File: config.mk
export PLATFORM = sky130hd
export DESIGN_NAME = multi_cycle_ctrl
export DESIGN_NICKNAME = d
export VERILOG_FILES = /design/src/rtl/multi_cycle_ctrl.sv
export SDC_FILE = /design/constraint.sdc
export NUM_CORES = 1
export LEC_CHECK = 0
export CAP_MARGIN = 5
export CORE_UTILIZATION = 53
export CTS_BUF_LIST = sky130_fd_sc_hd__clkbuf_8
export DETAILED_ROUTE_END_ITERATION = 6
export GPL_ROUTABILITY_DRIVEN = 0
export GPL_TIMING_DRIVEN = 1
export PLACE_DENSITY = 0.88
export SLEW_MARGIN = 20
export SYNTH_ARGS = -nofsm -noshare
export SYNTH_HDL_FRONTEND = slang
export SYNTH_SLANG_ARGS = --single-unit
File: constraint.sdc
create_clock -name clk -period 3.9 [get_ports clk]
set_clock_uncertainty 0.2 [all_clocks]
set_input_delay 0.975 -clock clk [delete_from_list [all_inputs] [get_ports clk]]
set_output_delay 0.975 -clock clk [all_outputs]
set_load 0.02 [all_outputs]
File: src/rtl/multi_cycle_ctrl.sv
// Multi-cycle MIPS control unit.
// Sequences FETCH/DECODE/EXEC/MEM/WB for each instruction and drives the
// datapath selects and strobes. Memory accesses wait on mem_ready, with an
// optional timeout abort. Retired instructions are counted in instr_cnt.
module multi_cycle_ctrl #(
   parameter int ALUOP_W = 3,
   parameter int CNT_W   = 32,
   parameter int TIMEOUT = 0
) (
   input  logic               clk,
   input  logic               rst,
   input  logic [5:0]         op,
   input  logic               zero,
   input  logic               mem_ready,
   output logic               pc_write,
   output logic [1:0]         pc_src,
   output logic               ir_write,
   output logic               i_or_d,
   output logic               mem_read,
   output logic               mem_write,
   output logic               mem2reg,
   output logic [1:0]         reg_dst,
   output logic               reg_write,
   output logic               alu_src_a,
   output logic [1:0]         alu_src_b,
   output logic [ALUOP_W-1:0] alu_op,
   output logic               retire,
   output logic               illegal,
   output logic               bus_err,
   output logic [CNT_W-1:0]   instr_cnt,
   output logic [3:0]         state
);

   typedef enum logic [3:0] {
      IDLE   = 4'd0,
      FETCH  = 4'd1,
      DECODE = 4'd2,
      MADDR  = 4'd3,
      MREAD  = 4'd4,
      MWB    = 4'd5,
      MWRITE = 4'd6,
      REXEC  = 4'd7,
      RWB    = 4'd8,
      BRANCH = 4'd9,
      JUMP   = 4'd10,
      AEXEC  = 4'd11,
      AWB    = 4'd12
   } state_t;

   localparam logic [5:0] OP_RTYPE = 6'b000000;
   localparam logic [5:0] OP_LW    = 6'b100011;
   localparam logic [5:0] OP_SW    = 6'b101011;
   localparam logic [5:0] OP_BEQ   = 6'b000100;
   localparam logic [5:0] OP_J     = 6'b000010;
   localparam logic [5:0] OP_ADDI  = 6'b001000;

   localparam logic [ALUOP_W-1:0] ALU_ADD   = ALUOP_W'(0);
   localparam logic [ALUOP_W-1:0] ALU_SUB   = ALUOP_W'(1);
   localparam logic [ALUOP_W-1:0] ALU_RTYPE = ALUOP_W'(2);

   // Wait counter only has to reach TIMEOUT-1; the limit cycle itself aborts.
   localparam int WAIT_W = (TIMEOUT > 0) ? $clog2(TIMEOUT + 1) : 1;
   localparam logic [WAIT_W-1:0] WAIT_LAST = (TIMEOUT > 0) ? WAIT_W'(TIMEOUT - 1) : {WAIT_W{1'b0}};

   state_t             state_q, state_d;
   logic [5:0]         op_q, op_d;
   logic [WAIT_W-1:0]  wait_cnt_q, wait_cnt_d;
   logic [CNT_W-1:0]   instr_cnt_q, instr_cnt_d;
   logic               mem_wait_s;
   logic               timeout_s;

   assign mem_wait_s = (state_q == FETCH) || (state_q == MREAD) || (state_q == MWRITE);
   assign timeout_s  = (TIMEOUT > 0) && mem_wait_s && !mem_ready && (wait_cnt_q == WAIT_LAST);
   assign state      = state_q;
   assign instr_cnt  = instr_cnt_q;

   // State, latched opcode, wait counter and retire counter registers.
   always_ff @(posedge clk or posedge rst) begin
      if (rst) begin
         state_q     <= IDLE;
         op_q        <= 6'b000000;
         wait_cnt_q  <= {WAIT_W{1'b0}};
         instr_cnt_q <= {CNT_W{1'b0}};
      end else begin
         state_q     <= state_d;
         op_q        <= op_d;
         wait_cnt_q  <= wait_cnt_d;
         instr_cnt_q <= instr_cnt_d;
      end
   end

   // Wait counter advances only while the same access keeps stalling; any exit or abort clears it.
   always_comb begin
      wait_cnt_d = {WAIT_W{1'b0}};
      if (mem_wait_s && !mem_ready && !timeout_s) begin
         wait_cnt_d = wait_cnt_q + WAIT_W'(1);
      end else begin
         wait_cnt_d = {WAIT_W{1'b0}};
      end
   end

   // Retired-instruction count, wrapping naturally at the counter width.
   always_comb begin
      instr_cnt_d = instr_cnt_q;
      if (retire) begin
         instr_cnt_d = instr_cnt_q + CNT_W'(1);
      end else begin
         instr_cnt_d = instr_cnt_q;
      end
   end

   // Next-state logic and Moore output decode (pc_write/ir_write/retire qualified by inputs).
   always_comb begin
      state_d   = state_q;
      op_d      = op_q;
      pc_write  = 1'b0;
      pc_src    = 2'b00;
      ir_write  = 1'b0;
      i_or_d    = 1'b0;
      mem_read  = 1'b0;
      mem_write = 1'b0;
      mem2reg   = 1'b0;
      reg_dst   = 2'b00;
      reg_write = 1'b0;
      alu_src_a = 1'b0;
      alu_src_b = 2'b00;
      alu_op    = ALU_ADD;
      retire    = 1'b0;
      illegal   = 1'b0;
      bus_err   = 1'b0;
      case (state_q)
         IDLE: begin
            state_d = FETCH;
         end
         FETCH: begin
            mem_read  = 1'b1;
            alu_src_b = 2'b01;
            if (mem_ready) begin
               pc_write = 1'b1;
               ir_write = 1'b1;
               state_d  = DECODE;
            end else if (timeout_s) begin
               bus_err = 1'b1;
               state_d = FETCH;
            end else begin
               state_d = FETCH;
            end
         end
         DECODE: begin
            alu_src_b = 2'b11;
            op_d      = op;
            case (op)
               OP_RTYPE: state_d = REXEC;
               OP_LW:    state_d = MADDR;
               OP_SW:    state_d = MADDR;
               OP_BEQ:   state_d = BRANCH;
               OP_J:     state_d = JUMP;
               OP_ADDI:  state_d = AEXEC;
               default: begin
                  illegal = 1'b1;
                  state_d = FETCH;
               end
            endcase
         end
         MADDR: begin
            alu_src_a = 1'b1;
            alu_src_b = 2'b10;
            if (op_q == OP_SW) begin
               state_d = MWRITE;
            end else begin
               state_d = MREAD;
            end
         end
         MREAD: begin
            mem_read = 1'b1;
            i_or_d   = 1'b1;
            if (mem_ready) begin
               state_d = MWB;
            end else if (timeout_s) begin
               bus_err = 1'b1;
               state_d = FETCH;
            end else begin
               state_d = MREAD;
            end
         end
         MWB: begin
            reg_write = 1'b1;
            mem2reg   = 1'b1;
            retire    = 1'b1;
            state_d   = FETCH;
         end
         MWRITE: begin
            mem_write = 1'b1;
            i_or_d    = 1'b1;
            if (mem_ready) begin
               retire  = 1'b1;
               state_d = FETCH;
            end else if (timeout_s) begin
               bus_err = 1'b1;
               state_d = FETCH;
            end else begin
               state_d = MWRITE;
            end
         end
         REXEC: begin
            alu_src_a = 1'b1;
            alu_op    = ALU_RTYPE;
            state_d   = RWB;
         end
         RWB: begin
            reg_write = 1'b1;
            reg_dst   = 2'b01;
            retire    = 1'b1;
            state_d   = FETCH;
         end
         BRANCH: begin
            alu_src_a = 1'b1;
            alu_op    = ALU_SUB;
            pc_src    = 2'b01;
            pc_write  = zero;
            retire    = 1'b1;
            state_d   = FETCH;
         end
         JUMP: begin
            pc_src   = 2'b10;
            pc_write = 1'b1;
            retire   = 1'b1;
            state_d  = FETCH;
         end
         AEXEC: begin
            alu_src_a = 1'b1;
            alu_src_b = 2'b10;
            state_d   = AWB;
         end
         AWB: begin
            reg_write = 1'b1;
            retire    = 1'b1;
            state_d   = FETCH;
         end
         default: begin
            state_d = IDLE;
         end
      endcase
   end

endmodule

* Word-level counts from Yosys, hierarchy flattened
Index checks and enable logic that the tools add are counted.
** Word-level totals
- Register bits after elaboration :: 42
- Bits in latches :: 0
- Bits in writable memories :: 0
- Memory bits (read-only) :: 0
- Input bits :: 10
- Output and inout bits :: 56
- Memories kept :: 0
** Operators by class
- Add/sub/neg operators :: 1
- Multipliers :: 0
- Divide/modulo/power cells :: 0
- Order comparisons :: 0
- Equal/unequal tests :: 18
- Shift operators :: 0
- Muxes and demuxes :: 22
- Bitwise logic cells :: 0
- Reductions and logical operators :: 11
** Operator list (number)
- adder 32 x 1 -> 32 bit (second input constant) :: 1
- case mux 4 bit (8 select lines) :: 1
- equality test 4 bit (second input constant) :: 5
- case mux 4 bit (5 select lines) :: 1
- equality test 6 bit (second input constant) :: 3
- equality test 4 x 3 -> 1 bit (second input constant) :: 4
- two-way mux 1 bit :: 12
- OR reduction 6 bit :: 2
- equality test 4 x 2 -> 1 bit (second input constant) :: 2
- case mux 2 bit (2 select lines) :: 2
- OR reduction 2 bit :: 4
- equality test 6 x 2 -> 1 bit (second input constant) :: 1
- equality test 6 x 3 -> 1 bit (second input constant) :: 1
- equality test 6 x 4 -> 1 bit (second input constant) :: 1
- logical NOT 6 bit :: 1
- case mux 2 bit (3 select lines) :: 1
- OR reduction 5 bit :: 1
- equality test 4 x 1 -> 1 bit (second input constant) :: 1
- logical NOT 4 bit :: 1
- two-way mux 2 bit :: 2
- OR reduction 4 bit :: 1
- two-way mux 3 bit :: 1
- case mux 1 bit (3 select lines) :: 1
- OR reduction 3 bit :: 1
- case mux 1 bit (2 select lines) :: 1

* Logic depth before layout (Yosys ltp)
Gate-level depths: netlist of run 1.
- Word-level depth :: 4
- Mapped depth :: 7

* Worst setup path before layout of run 1
Ideal clock, no wire load.
- Kind :: input port to output port
- From :: input port op[0]
- To :: output port illegal
- Arrival time :: 1.881 ns
- Required time :: 2.725 ns
- Path slack :: 0.844 ns
- Stages on the path :: 3
- Path buffers :: 0
- Cell sequence :: or3_1 o21a_1 o311a_1
** On the way
- Cells in the longest elaborated chain, start to end :: 4
- Elaborated cells between the ends (all ways) :: 9
** Ends and longest elaborated chain
- start: declaration :: RTL line 12 : input logic [5:0] op,
- equality test 6 x 4 -> 1 bit (tied with other cells) :: RTL line 152 : case (op)
- OR reduction 6 bit (no source line) (*)
- two-way mux 1 bit (*) :: RTL line 152
- two-way mux 1 bit (*) :: RTL line 131 : case (state_q)
- end: declaration :: RTL line 28 : output logic illegal,
Mark *: on every way between the ends. The rest lies on a longest branch, timed or not.

* Worst setup path after layout of run 1
Same ends and word-level chain as after synthesis.

==> metrics.txt, run 1 <==
# TYPE chip_impl_metric gauge
chip_impl_metric{name="post_synth_inst_count",unit=""} 220
chip_impl_metric{name="grt_start_max_net_pins",unit=""} 43
chip_impl_metric{name="max_stage_delay",unit="ps"} 410
chip_impl_metric{name="detail_route.vias_per_cell",unit=""} 5.49
chip_impl_metric{name="postRouteAntennaNets",unit=""} 0
chip_impl_metric{name="hold-worst-slack",unit="ps"} 288
chip_impl_metric{name="synth.lib_cells_used.distinct",unit=""} 47
chip_impl_metric{name="final-seq-area",unit="mm^2"} 0.00105
chip_impl_info{name="rr_startpoint",value="state[3]"} 1
chip_impl_metric{name="leakage",unit="nW"} 1.30
chip_impl_metric{name="io_pins",unit=""} 66
chip_impl_metric{name="worst_setup_hold_path_clk_slew",unit="ps"} 70
chip_impl_metric{name="post-place-cells",unit=""} 334
chip_impl_metric{name="full_die_area",unit="mm^2"} 0.00450
chip_impl_info{name="most-common-layout-cells",value="61 x sky130_fd_sc_hd__clkdlybuf4s50_1, 42 x sky130_fd_sc_hd__dfrtp_1, 23 x sky130_fd_sc_hd__xnor2_1, 17 x sky130_fd_sc_hd__nor2_1, 17 x sky130_fd_sc_hd__nand2_1"} 1
chip_impl_metric{name="number_of_standard_cells_in_the_layout_taps_in_and_fillers_out",unit=""} 342
chip_impl_info{name="timing.critical_path.cells",value="clkdlybuf4s50_1, or3_1, o21a_1, o311a_1, dlygate4sd2_1"} 1
chip_impl_metric{name="worstMarginPinSlew",unit="ps"} 506
chip_impl_metric{name="initialDrtViolationCount",unit=""} 106
chip_impl_metric{name="die-width",unit="um"} 67.1
chip_impl_metric{name="layout-area-overhead-vs-synth",unit="%"} 35.2
chip_impl_info{name="worstReg2RegEnd",value="instr_cnt[15]"} 1
chip_impl_metric{name="cts_num_sinks",unit=""} 42
chip_impl_info{name="tritoncts",value="done"} 1
chip_impl_metric{name="yosysTopAreaCellShare",unit="%"} 46.8
chip_impl_info{name="timing.hold.worst_endpoint",value="instr_cnt[31]"} 1
chip_impl_metric{name="dpl-instance-area",unit="mm^2"} 0.00295
chip_impl_metric{name="synth-seq-cells",unit=""} 42
chip_impl_metric{name="final.min_clock_period",unit="ps"} 3740
chip_impl_metric{name="totalWireLength",unit="um"} 4860
chip_impl_info{name="setup_repair_after_global_routing_missed_its_margin",value="false"} 1
chip_impl_info{name="layout_commonest_cell",value="sky130_fd_sc_hd__clkdlybuf4s50_1"} 1
chip_impl_metric{name="antenna_cells",unit=""} 0
chip_impl_metric{name="numCtsBuffers",unit=""} 5
chip_impl_metric{name="maxCapViolCount",unit=""} 0
chip_impl_metric{name="vias",unit=""} 1876
chip_impl_metric{name="whs_path_depth",unit=""} 1
chip_impl_metric{name="setup_ws_pre_cts",unit="ps"} -54.5
chip_impl_metric{name="drcViolationCount",unit=""} 0
chip_impl_info{name="cts-root-buf",value="sky130_fd_sc_hd__clkbuf_8"} 1
chip_impl_info{name="status",value="completed"} 1
chip_impl_metric{name="final-setup-viol-count",unit=""} 0
chip_impl_metric{name="drv_slew",unit=""} 0
chip_impl_metric{name="grtUsageMet3",unit="%"} 6.68
chip_impl_metric{name="synth-edff-count",unit=""} 0
chip_impl_metric{name="placement.io_buffers",unit=""} 62
chip_impl_metric{name="layout_setup_ws",unit="ps"} 159
chip_impl_info{name="globalRoute.busiestLayer",value="met2"} 1
chip_impl_metric{name="synth-warning-count",unit=""} 0
chip_impl_metric{name="worst_ir_drop_vdd",unit="uV"} 320
chip_impl_info{name="worst_hold_path_type",value="register to register"} 1
chip_impl_metric{name="final_design_area_no_fill",unit="mm^2"} 0.00304
chip_impl_metric{name="post_drt_wl_per_cell",unit="um"} 14.2
chip_impl_metric{name="start_util",unit="%"} 55.8
chip_impl_metric{name="worst-r2r-cell-count",unit=""} 6
chip_impl_info{name="ys_dominant_reg_cell",value="sky130_fd_sc_hd__dfrtp_1"} 1
chip_impl_info{name="synthTopCellsByArea",value="sky130_fd_sc_hd__dfrtp_1 47%, sky130_fd_sc_hd__xnor2_1 9.0%, sky130_fd_sc_hd__xor2_1 3.9%"} 1
chip_impl_metric{name="first_pass_iters",unit=""} 6
chip_impl_metric{name="std_cell_rows",unit=""} 23
chip_impl_metric{name="cts.repair.resized",unit=""} 1
chip_impl_metric{name="ctsLongestPathBuffers",unit=""} 2
chip_impl_info{name="critical_path.endpoint_type",value="primary output"} 1
chip_impl_info{name="critPathLaunchType",value="input port"} 1
chip_impl_metric{name="synth-async-reset-ratio",unit="%"} 100
chip_impl_metric{name="power",unit="mW"} 1.64
chip_impl_metric{name="multi_input_comb_area",unit="mm^2"} 0.00110
chip_impl_metric{name="antenna_found_initial",unit=""} 0
chip_impl_metric{name="postCtsSetupRepairBufs",unit=""} 0
chip_impl_metric{name="report.final.hold_viol_count",unit=""} 0
chip_impl_metric{name="final_layout_size_suffix_gt1_share",unit="%"} 13.0
chip_impl_info{name="crit_path_top_delay_cell",value="sky130_fd_sc_hd__clkdlybuf4s50_1"} 1
chip_impl_info{name="synth_area_leader_cell",value="sky130_fd_sc_hd__dfrtp_1"} 1
chip_impl_metric{name="final_net_count",unit=""} 302
chip_impl_metric{name="grt_first_pass_wirelength",unit="um"} 7910
chip_impl_metric{name="core_area",unit="mm^2"} 0.00403
chip_impl_metric{name="timing.critical_path.arrival",unit="ps"} 2570
chip_impl_metric{name="power.density_cell_area",unit="mW/mm^2"} 539
chip_impl_metric{name="clock_h_tree_levels",unit=""} 2
chip_impl_metric{name="fill_cells",unit=""} 278
chip_impl_metric{name="syn_avg_cell_area",unit="um^2"} 10.2
chip_impl_metric{name="cp_data_required_time",unit="ps"} 2720
chip_impl_metric{name="grt_overflow",unit=""} 0
chip_impl_metric{name="global_route.usage.met1",unit="%"} 30.3
chip_impl_metric{name="die_height",unit="um"} 67.1
chip_impl_info{name="critical_path_class",value="input port to primary output"} 1
chip_impl_metric{name="synth.cell_area",unit="mm^2"} 0.00225
chip_impl_metric{name="synth_sequential_area_ratio",unit="%"} 46.8
chip_impl_metric{name="combined_global_route_utilization_of_all_metal_layers",unit="%"} 23.7
chip_impl_metric{name="max_freq",unit="MHz"} 267
chip_impl_metric{name="clk_latency",unit="ps"} 300
chip_impl_info{name="hold_wc_startpoint",value="instr_cnt[31]"} 1
chip_impl_metric{name="met2_usage",unit="%"} 38.5
chip_impl_metric{name="timing.max_slew.rel_slack",unit="%"} 66.3
chip_impl_metric{name="crit_path_max_fanout",unit=""} 2
chip_impl_metric{name="place.detailed.hpwl",unit="um"} 3550
chip_impl_metric{name="period_share",unit="%"} 95.9
chip_impl_metric{name="reg2reg_setup_slack",unit="ps"} 1680
chip_impl_metric{name="via_count_of_the_first_global_routing_pass",unit=""} 1723
chip_impl_metric{name="hold_buffers",unit=""} 0
## how the worst max path moves through the flow
stage | slack, ps | to | depth (start not counted) | from
CTS | 160 | illegal | 5 | op[0]
floorplan | 840 | illegal | 3 | op[0]
finish | 160 | illegal | 5 | op[0]
global route | 100 | illegal | 5 | op[3]
global placement | -40 | illegal | 5 | op[0]
detailed placement | -50 | illegal | 5 | op[0]
## flip-flops by register name, summed over array words and instances, names as in the netlist
name       count
instr_cnt     32
op_q           6
state          4
## worst max-delay path: cells and delay by family
kind | cells | cell delay (ps)
compound gates | 2 | 460
simple gates | 1 | 400
buf+inv | 2 | 730
## metal layers
layer | share of wire, % | routed length (um)
met1 | 44 | 2150
met2 | 47 | 2260
met4 | 1.5 | 74
met3 | 7.7 | 372
met5 | 0 | 0
## cells in the mapped netlist, types with 3 or more instances
| master | instances |
|---|---|
| sky130_fd_sc_hd__mux2_2 | 6 |
| sky130_fd_sc_hd__clkbuf_1 | 4 |
| sky130_fd_sc_hd__xnor2_1 | 23 |
| sky130_fd_sc_hd__xor2_1 | 10 |
| sky130_fd_sc_hd__a31oi_1 | 3 |
| sky130_fd_sc_hd__nand4_1 | 11 |
| sky130_fd_sc_hd__dfrtp_1 | 42 |
| sky130_fd_sc_hd__nand2_1 | 17 |
| sky130_fd_sc_hd__and3_2 | 3 |
| sky130_fd_sc_hd__buf_4 | 5 |
| sky130_fd_sc_hd__nor2_1 | 17 |
| sky130_fd_sc_hd__nor3_1 | 10 |
| sky130_fd_sc_hd__inv_1 | 8 |
| sky130_fd_sc_hd__a21oi_1 | 3 |
| sky130_fd_sc_hd__nor4_1 | 5 |
| sky130_fd_sc_hd__nand3_1 | 10 |
## logic make-up (layout without fill, tap and decap cells)
family / after synthesis / in the layout / share of synthesized area [%]
DFF: 42 / 42 / 46.8
AOI/OAI and AO/OA: 24 / 24 / 9.02
other: 1 / 3 / 0.167
xor gates and xnor gates: 33 / 33 / 12.9
and+or+nand+nor: 93 / 93 / 22.3
muxes: 7 / 7 / 3.67
adders and majority gates: 1 / 1 / 0.557
buffers and inverters: 19 / 89 / 4.68
## layout make-up
type                    count  area share, %
clock buffers               6           2.72
well taps                  50           2.06
inverters                   8          0.988
repair buffers             73           23.1
clock inverters             2          0.412
flip-flops and latches     42           34.6
multi-input cells         161           36.1
## power by group
group	switching, mW	internal, mW	total (mW)
combinational	0.383	0.359	0.742
clock	0.143	0.142	0.285
sequential	0.100	0.511	0.611
## per-stage QoR
stage                     util, %  setup TNS [ps]
after floorplan                 -               0
after global placement       73.1           -35.9
after detailed placement     73.1           -54.5
after CTS                    75.4               0
after global routing         75.4               0
final                        75.4               0
No activity file was read; power rests on OpenSTA's default activity.
==> inputs of run 2 (changes only) <==
--- a/config.mk
+++ b/config.mk
@@ -7,10 +7,10 @@
 export LEC_CHECK = 0
 export CAP_MARGIN = 5
-export CORE_UTILIZATION = 53
+export CORE_UTILIZATION = 49
 export CTS_BUF_LIST = sky130_fd_sc_hd__clkbuf_8
 export DETAILED_ROUTE_END_ITERATION = 6
 export GPL_ROUTABILITY_DRIVEN = 0
 export GPL_TIMING_DRIVEN = 1
-export PLACE_DENSITY = 0.88
+export PLACE_DENSITY = 0.82
 export SLEW_MARGIN = 20
 export SYNTH_ARGS = -nofsm -noshare
==> constraint.sdc (replaced) <==
create_clock -name clk -period 3.7 [get_ports clk]
set_clock_uncertainty 0.2 [all_clocks]
set_input_delay 0.925 -clock clk [delete_from_list [all_inputs] [get_ports clk]]
set_output_delay 0.925 -clock clk [all_outputs]
set_load 0.005 [all_outputs]
==> run 2 against run 1 <==
Global-route usage shrank 2.1 points; final area shrank 0.29%; non-clock buffer count shrank 1; utilization shrank 6.3 points; clock-buffer cell count is the same; combinational power shrank 16%; flip-flop and latch count is the same; register-to-register slack lost 260 ps; die area grew 7.9%; critical endpoint unchanged.
==> metrics.txt, run 2 (synthesis gave the netlist of run 1 again) <==
# TYPE chip_impl_metric gauge
chip_impl_metric{name="clock_h_tree_levels",unit=""} 2
chip_impl_metric{name="final_design_area_no_fill",unit="mm^2"} 0.00303
chip_impl_metric{name="layout-area-overhead-vs-synth",unit="%"} 34.9
chip_impl_metric{name="antenna_found_initial",unit=""} 0
chip_impl_metric{name="timing.critical_path.arrival",unit="ps"} 2460
chip_impl_metric{name="cts_num_sinks",unit=""} 42
chip_impl_info{name="setup_repair_after_global_routing_missed_its_margin",value="false"} 1
chip_impl_metric{name="numCtsBuffers",unit=""} 5
chip_impl_metric{name="worst-r2r-cell-count",unit=""} 6
chip_impl_metric{name="ctsLongestPathBuffers",unit=""} 2
chip_impl_metric{name="cp_data_required_time",unit="ps"} 2570
chip_impl_metric{name="full_die_area",unit="mm^2"} 0.00486
chip_impl_metric{name="vias",unit=""} 1854
chip_impl_metric{name="power.density_cell_area",unit="mW/mm^2"} 519
chip_impl_info{name="cts-root-buf",value="sky130_fd_sc_hd__clkbuf_8"} 1
chip_impl_metric{name="postRouteAntennaNets",unit=""} 0
chip_impl_info{name="layout_commonest_cell",value="sky130_fd_sc_hd__clkdlybuf4s50_1"} 1
chip_impl_metric{name="postCtsSetupRepairBufs",unit=""} 0
chip_impl_metric{name="drv_slew",unit=""} 0
chip_impl_metric{name="post-place-cells",unit=""} 335
chip_impl_metric{name="reg2reg_setup_slack",unit="ps"} 1420
chip_impl_metric{name="io_pins",unit=""} 66
chip_impl_metric{name="start_util",unit="%"} 51.3
chip_impl_metric{name="number_of_standard_cells_in_the_layout_taps_in_and_fillers_out",unit=""} 343
chip_impl_info{name="critical_path.endpoint_type",value="primary output"} 1
chip_impl_info{name="most-common-layout-cells",value="61 x sky130_fd_sc_hd__clkdlybuf4s50_1, 42 x sky130_fd_sc_hd__dfrtp_1, 23 x sky130_fd_sc_hd__xnor2_1, 17 x sky130_fd_sc_hd__nor2_1, 17 x sky130_fd_sc_hd__nand2_1"} 1
chip_impl_metric{name="via_count_of_the_first_global_routing_pass",unit=""} 1748
chip_impl_metric{name="antenna_cells",unit=""} 0
chip_impl_info{name="worstSetupEndpoint",value="illegal"} 1
chip_impl_info{name="tritoncts",value="done"} 1
chip_impl_metric{name="report.final.hold_viol_count",unit=""} 0
chip_impl_metric{name="setup_tns",unit="ps"} 0
chip_impl_metric{name="grt_start_max_net_pins",unit=""} 43
chip_impl_metric{name="hold_buffers",unit=""} 0
chip_impl_metric{name="std_cell_rows",unit=""} 24
chip_impl_metric{name="period_share",unit="%"} 96.9
chip_impl_metric{name="final_layout_size_suffix_gt1_share",unit="%"} 12.4
chip_impl_metric{name="hold-worst-slack",unit="ps"} 273
chip_impl_info{name="critPathLaunchType",value="input port"} 1
chip_impl_info{name="hold_wc_startpoint",value="instr_cnt[31]"} 1
chip_impl_metric{name="dpl-instance-area",unit="mm^2"} 0.00294
chip_impl_metric{name="final-setup-viol-count",unit=""} 0
chip_impl_metric{name="grt_first_pass_wirelength",unit="um"} 8340
chip_impl_metric{name="post_drt_wl_per_cell",unit="um"} 14.3
chip_impl_info{name="crit_start",value="op[0]"} 1
chip_impl_metric{name="grt_overflow",unit=""} 0
chip_impl_metric{name="combined_global_route_utilization_of_all_metal_layers",unit="%"} 21.7
chip_impl_metric{name="layout_setup_ws",unit="ps"} 114
chip_impl_metric{name="whs_path_depth",unit=""} 1
chip_impl_metric{name="worst_ir_drop_vdd",unit="uV"} 374
chip_impl_metric{name="crit_path_max_fanout",unit=""} 2
chip_impl_metric{name="cts.repair.resized",unit=""} 1
chip_impl_metric{name="maxCapViolCount",unit=""} 0
chip_impl_metric{name="die-width",unit="um"} 69.7
chip_impl_info{name="worstReg2RegEnd",value="instr_cnt[27]"} 1
chip_impl_info{name="status",value="completed"} 1
chip_impl_metric{name="timing.max_slew.rel_slack",unit="%"} 65.5
chip_impl_metric{name="drcViolationCount",unit=""} 0
chip_impl_metric{name="leakage",unit="nW"} 1.30
chip_impl_metric{name="place.detailed.hpwl",unit="um"} 3410
chip_impl_metric{name="initialDrtViolationCount",unit=""} 137
chip_impl_metric{name="totalWireLength",unit="um"} 4900
chip_impl_metric{name="final_net_count",unit=""} 301
chip_impl_metric{name="utilization",unit="%"} 69.1
chip_impl_metric{name="worst_setup_hold_path_clk_slew",unit="ps"} 70
chip_impl_metric{name="max_freq",unit="MHz"} 279
chip_impl_metric{name="placement.io_buffers",unit=""} 62
chip_impl_metric{name="worstMarginPinSlew",unit="ps"} 518
chip_impl_metric{name="die_height",unit="um"} 69.7
chip_impl_info{name="worst_hold_path_type",value="register to register"} 1
chip_impl_metric{name="fill_cells",unit=""} 352
chip_impl_metric{name="largest_register_ff_count",unit=""} 32
chip_impl_info{name="rr_startpoint",value="state[3]"} 1
chip_impl_metric{name="clk_latency",unit="ps"} 290
chip_impl_info{name="critical_path_class",value="input port to primary output"} 1
chip_impl_metric{name="setup_ws_pre_cts",unit="ps"} -68.0
chip_impl_metric{name="final.min_clock_period",unit="ps"} 3590
chip_impl_metric{name="power",unit="mW"} 1.57
chip_impl_metric{name="first_pass_iters",unit=""} 4
chip_impl_metric{name="detail_route.vias_per_cell",unit=""} 5.41
chip_impl_metric{name="core_area",unit="mm^2"} 0.00438
[run 2: cell type report]
cell class / count / area (um^2) / area share (%)
Clock buffer: 6 / 82.6 / 2.73
Clock inverter: 2 / 8.76 / 0.289
Inverter: 8 / 30.0 / 0.991
Multi-Input combinational cell: 161 / 1100 / 36.3
Sequential cell: 42 / 1050 / 34.7
Tap cell: 52 / 65.1 / 2.15
Timing Repair Buffer: 72 / 694 / 22.9
[run 2: how the worst min path moves through the flow]
stage / end
after CTS: instr_cnt[31]
after global placement: instr_cnt[31]
after detailed placement: instr_cnt[31]
final: instr_cnt[31]
after global routing: instr_cnt[31]
after floorplan: instr_cnt[31]
[run 2: critical path, stage by stage]
cell and delay, ps:
sky130_fd_sc_hd__clkdlybuf4s50_1 420, sky130_fd_sc_hd__or3_1 400, sky130_fd_sc_hd__o21a_1 180, sky130_fd_sc_hd__o311a_1 280, sky130_fd_sc_hd__dlygate4sd2_1 270
[run 2: report_power, final]
part / internal (mW) / switching, mW
Combinational: 0.369 / 0.251
Sequential: 0.539 / 0.120
Clock: 0.148 / 0.147
[run 2: metal layers]
metal | part of all wire (%) | GRT usage [%] | vias up
met4 | 1.2 | 6.89 | 0
met2 | 46 | 33.2 | 58
met5 | 0 | 0 | -
met3 | 5.9 | 5.38 | 5
li1 | - | - | 909
met1 | 47 | 30.4 | 882
